<file path="config.mk">
export PLATFORM = sky130hd
export DESIGN_NAME = serial_gate_nor
export DESIGN_NICKNAME = d
export VERILOG_FILES = /design/src/rtl/serial_gate_nor_pkg.sv /design/src/rtl/serial_gate_nor_gate_nor.sv /design/src/rtl/serial_gate_nor.sv
export SDC_FILE = /design/constraint.sdc
export NUM_CORES = 1
export LEC_CHECK = 0
export CAP_MARGIN = 10
export CORE_MARGIN = 5
export CORE_UTILIZATION = 53
export CTS_BUF_LIST = sky130_fd_sc_hd__clkbuf_4
export CTS_CLUSTER_SIZE = 30
export DETAILED_ROUTE_END_ITERATION = 6
export GPL_TIMING_DRIVEN = 0
export MAX_ROUTING_LAYER = met4
export PLACE_DENSITY = 0.9
export SYNTH_ARGS = -nofsm -noshare
export SYNTH_HDL_FRONTEND = slang
export SYNTH_HIERARCHICAL = 1
export SYNTH_SLANG_ARGS = --single-unit
</file>
<file path="constraint.sdc">
create_clock -name clk -period 2.2 [get_ports clk]
set_clock_uncertainty 0.2 [all_clocks]
set_input_delay 0.66 -clock clk [delete_from_list [all_inputs] [get_ports clk]]
set_output_delay 0.66 -clock clk [all_outputs]
set_load 0.1 [all_outputs]
</file>
<file path="src/rtl/serial_gate_nor_pkg.sv">
// Shared definitions for the bit-serial NOR block: state encoding and
// width helpers derived from the log2 word-width parameter.
package serial_gate_nor_pkg;

  typedef enum logic [1:0] {
    IDLE = 2'd0,
    RUN  = 2'd1,
    DONE = 2'd2
  } state_t;

  function automatic int word_width(input int s);
    return 1 << s;
  endfunction

  // A one-bit word still needs a one-bit counter to keep the port legal.
  function automatic int cnt_width(input int s);
    return (s == 0) ? 1 : s;
  endfunction

endpackage

</file>
<file path="src/rtl/serial_gate_nor_gate_nor.sv">
// Single-bit NOR primitive; the serial block time-multiplexes one instance.
module gate_nor (
  input  logic a,
  input  logic b,
  output logic y
);

  assign y = ~(a | b);

endmodule

</file>
<file path="src/rtl/serial_gate_nor.sv">
// Bit-serial NOR: captures two W-bit words, pushes them LSB-first through one
// gate_nor and reassembles the W-bit result behind a valid/ready output.
//
// Handshakes: a transfer happens on a rising clk edge where valid and ready
// are both high; in_ready/out_valid never depend combinationally on
// in_valid/out_ready, and both are forced low while reset is high.
module serial_gate_nor
  import serial_gate_nor_pkg::*;
#(
  parameter int S = 3
) (
  input  logic                     clk,
  input  logic                     reset,
  input  logic                     in_valid,
  output logic                     in_ready,
  input  logic [word_width(S)-1:0] in1,
  input  logic [word_width(S)-1:0] in2,
  output logic                     out_valid,
  input  logic                     out_ready,
  output logic [word_width(S)-1:0] out,
  output logic                     busy
);

  localparam int W  = word_width(S);
  localparam int CW = cnt_width(S);
  localparam logic [CW-1:0] CNT_LAST = CW'(W - 1);

  state_t        state_q, state_d;
  logic [W-1:0]  a_q, a_d;
  logic [W-1:0]  b_q, b_d;
  logic [W-1:0]  r_q, r_d;
  logic [CW-1:0] cnt_q, cnt_d;
  logic          nor_bit;

  gate_nor u_gate_nor (
    .a (a_q[0]),
    .b (b_q[0]),
    .y (nor_bit)
  );

  always_comb begin
    state_d   = state_q;
    a_d       = a_q;
    b_d       = b_q;
    r_d       = r_q;
    cnt_d     = cnt_q;
    in_ready  = 1'b0;
    out_valid = 1'b0;
    busy      = 1'b0;
    case (state_q)
      IDLE: begin
        in_ready = !reset;
        if (in_valid) begin
          a_d     = in1;
          b_d     = in2;
          r_d     = '0;
          cnt_d   = '0;
          state_d = RUN;
        end
      end
      RUN: begin
        busy = !reset;
        a_d  = a_q >> 1;
        b_d  = b_q >> 1;
        // New bit enters at the MSB so the LSB computed first ends up at bit 0.
        r_d        = r_q >> 1;
        r_d[W-1]   = nor_bit;
        if (cnt_q == CNT_LAST) begin
          cnt_d   = '0;
          state_d = DONE;
        end else begin
          cnt_d = cnt_q + 1'b1;
        end
      end
      DONE: begin
        out_valid = !reset;
        busy      = !reset;
        if (out_ready) begin
          state_d = IDLE;
        end
      end
      default: begin
        state_d = IDLE;
      end
    endcase
  end

  always_ff @(posedge clk) begin
    if (reset) begin
      state_q <= IDLE;
      a_q     <= '0;
      b_q     <= '0;
      r_q     <= '0;
      cnt_q   <= '0;
    end else begin
      state_q <= state_d;
      a_q     <= a_d;
      b_q     <= b_d;
      r_q     <= r_d;
      cnt_q   <= cnt_d;
    end
  end

  assign out = r_q;

endmodule
</file>
Yosys cells after proc, flatten, opt, wreduce, memory -nomap -nowiden
Cells that the tools add are included.

Add/sub/neg operators: 1. Reduce and logical (&&, ||, !) cells: 6. Bitwise logic cells: 2. Eq/ne operators: 6. Muxes and demuxes: 16.

Operators with widths (count): case mux 8 bit (2 select lines) (3); 2-to-1 mux 8 bit (3); 2-to-1 mux 2 bit (3); 2-to-1 mux 3 bit (2); != test 2 bit, second input constant (3); case mux 2 bit (3 select lines) (1); case mux 3 bit (2 select lines) (1); adder 3 x 1 -> 3 bit, second input constant (1); == test 3 bit, second input constant (1); 2-to-1 mux 1 bit (3); AND reduction 3 bit (1); == test 2 x 1 -> 1 bit, second input constant (1); == test 2 bit, second input constant (1); logical NOT 2 bit (1); AND reduction 2 bit (1); nonzero test 2 bit (1); OR reduction 2 bit (1); logical NOT 1 bit (1); NOT 1 bit (1); bitwise OR 1 bit (1).

Register bits: 29. Input bits: 20. Logic and storage cells: 36.

Depth between registers and ports, before layout
Gate-level depths: netlist of run 1.

Word-level depth: 3. Mapped depth: 7. Gate-level depth less buffers: 5.

Hierarchy
The synthesis of run 1 kept the hierarchy.

By module, submodules not included: serial_gate_nor (sequential area each 580.6 sq um, area an instance 1534.0 sq um, times used 1, cells an instance 149); gate_nor (sequential area each 0.0 sq um, area an instance 3.8 sq um, times used 1, cells an instance 1).

Least setup slack after synthesis of run 1
OpenSTA, ideal clock, no wires.

Kind: input-to-output. Start: input reset. End: output busy. Setup slack: -0.839 ns. Data required time: 1.340 ns. Cell stages on the path: 2. Data arrival time: 2.179 ns. Buffers on the path: 1. Cell sequence: buf_2 -> nor2b_1.

Longest elaborated chain between the ends: 2.

RTL lines: start, declared (RTL line serial_gate_nor.sv:13) `input logic reset,`; logical NOT 1 bit (RTL line serial_gate_nor.sv:62, serial_gate_nor.sv:77); 2-to-1 mux 1 bit; end, declared (RTL line serial_gate_nor.sv:21) `output logic busy`.

Every way passes these cells.

Final worst setup path of run 1
Start: register state_q[1]. End: output busy.

Longest elaborated chain between the ends: 3.

RTL lines: start, declared (RTL line serial_gate_nor.sv:28) `state_t state_q, state_d;`; start signal, assigned (RTL line serial_gate_nor.sv:96) `state_q <= state_d;`; == test 2 bit or == test 2 x 1 -> 1 bit (tied branches) (RTL line serial_gate_nor.sv:50) `case (state_q)`; OR reduction 2 bit (no source line) *; 2-to-1 mux 1 bit *.

Mark *: on every way between the ends. The rest lies on a longest branch, timed or not.

==> flow_metrics.py, run 1 <==
metrics = {
    "job": {
        "maxCapViolations": 0,
    },
    "synth": {
        "async_flop_share": 0,
        "syn-cell-area_um2": 1540,
        "yosysWarnings": 6,
        "yosysSeqAreaShare": 0.378,
        "syn_area_per_cell_um2": 10.3,
        "synthDistinctLibCells": 25,
        "synth_edf_count": 0,
        "synth_cells": 150,
        "ys_seq_elements": 29,
        "syn_nets": 176,
        "ys.flop_type": "dfxtp_1",
        "yosysMostFrequentCell": "dfxtp_1",
        "synth_largest_area_cell": "dfxtp_1",
        "yosys-top-cells-count": "29 x dfxtp_1, 27 x nor2_1, 16 x mux2i_1",
        "synth_area_leaders": "dfxtp_1 38%, a211oi_2 11%, mux2i_1 10%",
        "yosysTopAreaCellShare": 0.378,
    },
    "critical_path": {
        "crit_fanout": 3,
        "rrSetupSlack_ps": 260,
        "critPathRequiredTime_ps": 1340,
        "critPathKind": "register to output pin",
        "r2r_cells": 7,
        "worstSetupEndpointType": "output pin",
        "crit_arrival_ps": 1320,
        "start_kind": "register",
    },
    "cts": {
        "cts_tree": "done",
        "clock_latency_ps": 320,
        "cts_buffers": 5,
        "clock-sinks": 29,
        "clk_path_buf_depth": 2,
        "clkTransAtPathRegs_ps": 90,
        "cts_root_buffer": "clkbuf_4",
        "htree_levels": 2,
    },
    "finish": {
        "antennaDiodeCount": 0,
        "fin_nets": 215,
        "fin_cells": 221,
        "nFillCells": 220,
        "drive_above_1_share": 0.311,
        "regArea_um2": 583,
        "areaGrowthSynthToFinish_pct": 31.2,
        "multi_input_area_um2": 902,
    },
    "place": {
        "pre_cts_ws_ps": -1370,
        "gp_congestion": 0.798,
        "portBuffers": 30,
        "place_inst": 211,
        "hpwlAfterDp_mm": 2.49,
    },
    "sta": {
        "fin_crit_ps": 2180,
        "worst_slack_ps": 21.3,
        "fin_crit_sh": 0.990,
        "setup-tns-final_ps": 0,
        "finalHoldViolCount": 0,
        "final_max_slew_viol_count": 0,
        "clock.fmax_mhz": 459,
        "worst_pin_slew_ps": 665,
        "rsz0062_at_grt": "yes",
        "setup_violations": 0,
        "relSlewSlack": 0.556,
    },
    "grt": {
        "grt_pass1_vias": 1382,
        "grt_pass1_wl_mm": 6.20,
        "use_met3": 0.0665,
        "antenna_found_initial": 0,
        "grt_usage": 0.188,
        "grt_start_max_net_pins": 11,
        "grt-busiest-layer": "met2",
        "met1_usage": 0.224,
        "grt-ovfl-total": 0,
        "use_met2": 0.303,
    },
    "floorplan": {
        "die_h_um": 63.9,
        "core_area_um2": 2760,
        "ios": 31,
        "dieWidth_um": 63.9,
        "die_area_um2": 4080,
        "row_count": 19,
        "start_util": 0.558,
    },
    "power": {
        "ir_drop_uv": 1020,
        "power.leakage_nw": 0.797,
        "power-per-cell-area_nw_per_um2": 1210,
    },
    "worst_hold_path": {
        "hold_depth": 2,
        "min_path_type": "register to register",
    },
    "drt": {
        "wl_per_cell_um": 15.7,
        "drc": 0,
        "num_vias": 1292,
        "drt-initial-drc-count": 76,
        "viasPerCell": 5.85,
        "firstDrtPassIters": 7,
        "routed_wl_mm": 3.48,
        "ant_nets": 0,
    },
    "status": {
        "status": "completed",
    },
}
[area by class of cell]
cell class,count,area share
multi-input cells,104,0.447
flip-flops and latches,29,0.289
repair buffers,33,0.169
plain buffers,10,0.0360
clock buffers,6,0.0223
well taps,31,0.0192
inverters,6,0.0124
clock inverters,2,0.00496
[registers in the layout (all words and copies together), names as in the netlist]
signal	flops
a_q	8
state_q	2
out	8
b_q	8
cnt_q	3
[stage by stage]
| stage | hold WS [ps] | power (mW) | utilization | cell area (µm²) |
|---|---|---|---|---|
| final | 302 | 2.44 | 0.731 | 2020 |
| after global routing | 305 | 2.60 | 0.731 | 2020 |
| after CTS | 294 | 2.43 | 0.732 | 2020 |
| after detailed placement | 281 | 2.03 | 0.690 | 1900 |
| after global placement | 259 | 1.97 | 0.690 | 1900 |
| after floorplan | 249 | 1.76 | - | 1560 |
[worst max-delay path, stage by stage, from the launching register on]
cell and delay (ps):
dfxtp_2 360, inv_2 60, ha_4 260, nor2b_4 150, buf_12 180
[final timing paths]
path / from / endpoint
max: state_q[1] / busy
min: cnt_q[0] / cnt_q[0]
max reg2reg: state_q[0] / out[7]
min reg2reg: cnt_q[0] / cnt_q[0]
[cell usage in the layout (no fill, tap or decap), types with 3 or more instances in the layout]
master	instances
inv_2	3
ha_1	4
nand2_1	4
a222oi_1	9
nand2b_1	4
mux2_1	8
a211oi_2	14
clkbuf_4	6
nor2_1	26
buf_2	4
a21oi_1	3
buf_12	3
buf_4	7
mux2i_1	16
clkdlybuf4s18_2	4
clkdlybuf4s50_1	18
dfxtp_1	27
[report_power, final]
group	internal, mW	leakage (nW)	switching, mW
clock network	0.134	0.0354	0.175
logic	0.588	0.523	0.799
registers	0.662	0.239	0.0792
[layer usage]
metal | vias up | wire length (µm)
li1 | 625 | -
met1 | 607 | 1510
met2 | 52 | 1730
met3 | 8 | 213
met4 | 0 | 17
met5 | - | 0
[timing repair]
action                     in CTS  in global routing
hold buffers                    0                  0
setup buffers                   2                  1
hold endpoints to repair        0                  0
gates resized for setup        63                 10
pin swaps                       0                  2
setup endpoints to repair      11                  9
cloned                          0                  0
[logic make-up after synthesis]
| logic type | share of synthesized area |
|---|---|
| AND/OR/NAND/NOR | 0.117 |
| adder cells (fa/ha/maj) | 0.0488 |
| multiplexers | 0.187 |
| AO/OA/AOI/OAI | 0.209 |
| flip-flops | 0.378 |
| buffers and inverters | 0.0602 |
Note: power is estimated with default switching activity, not from simulation.
==> run 2: changes to the inputs <==
--- a/config.mk
+++ b/config.mk
@@ -5,7 +5,6 @@
 export SDC_FILE = /design/constraint.sdc
 export NUM_CORES = 1
 export LEC_CHECK = 0
-export CAP_MARGIN = 10
 export CORE_MARGIN = 5
 export CORE_UTILIZATION = 53
 export CTS_BUF_LIST = sky130_fd_sc_hd__clkbuf_4
==> results of run 2 <==
Same layout as run 1: the final DEF is identical, and so are final timing and power.
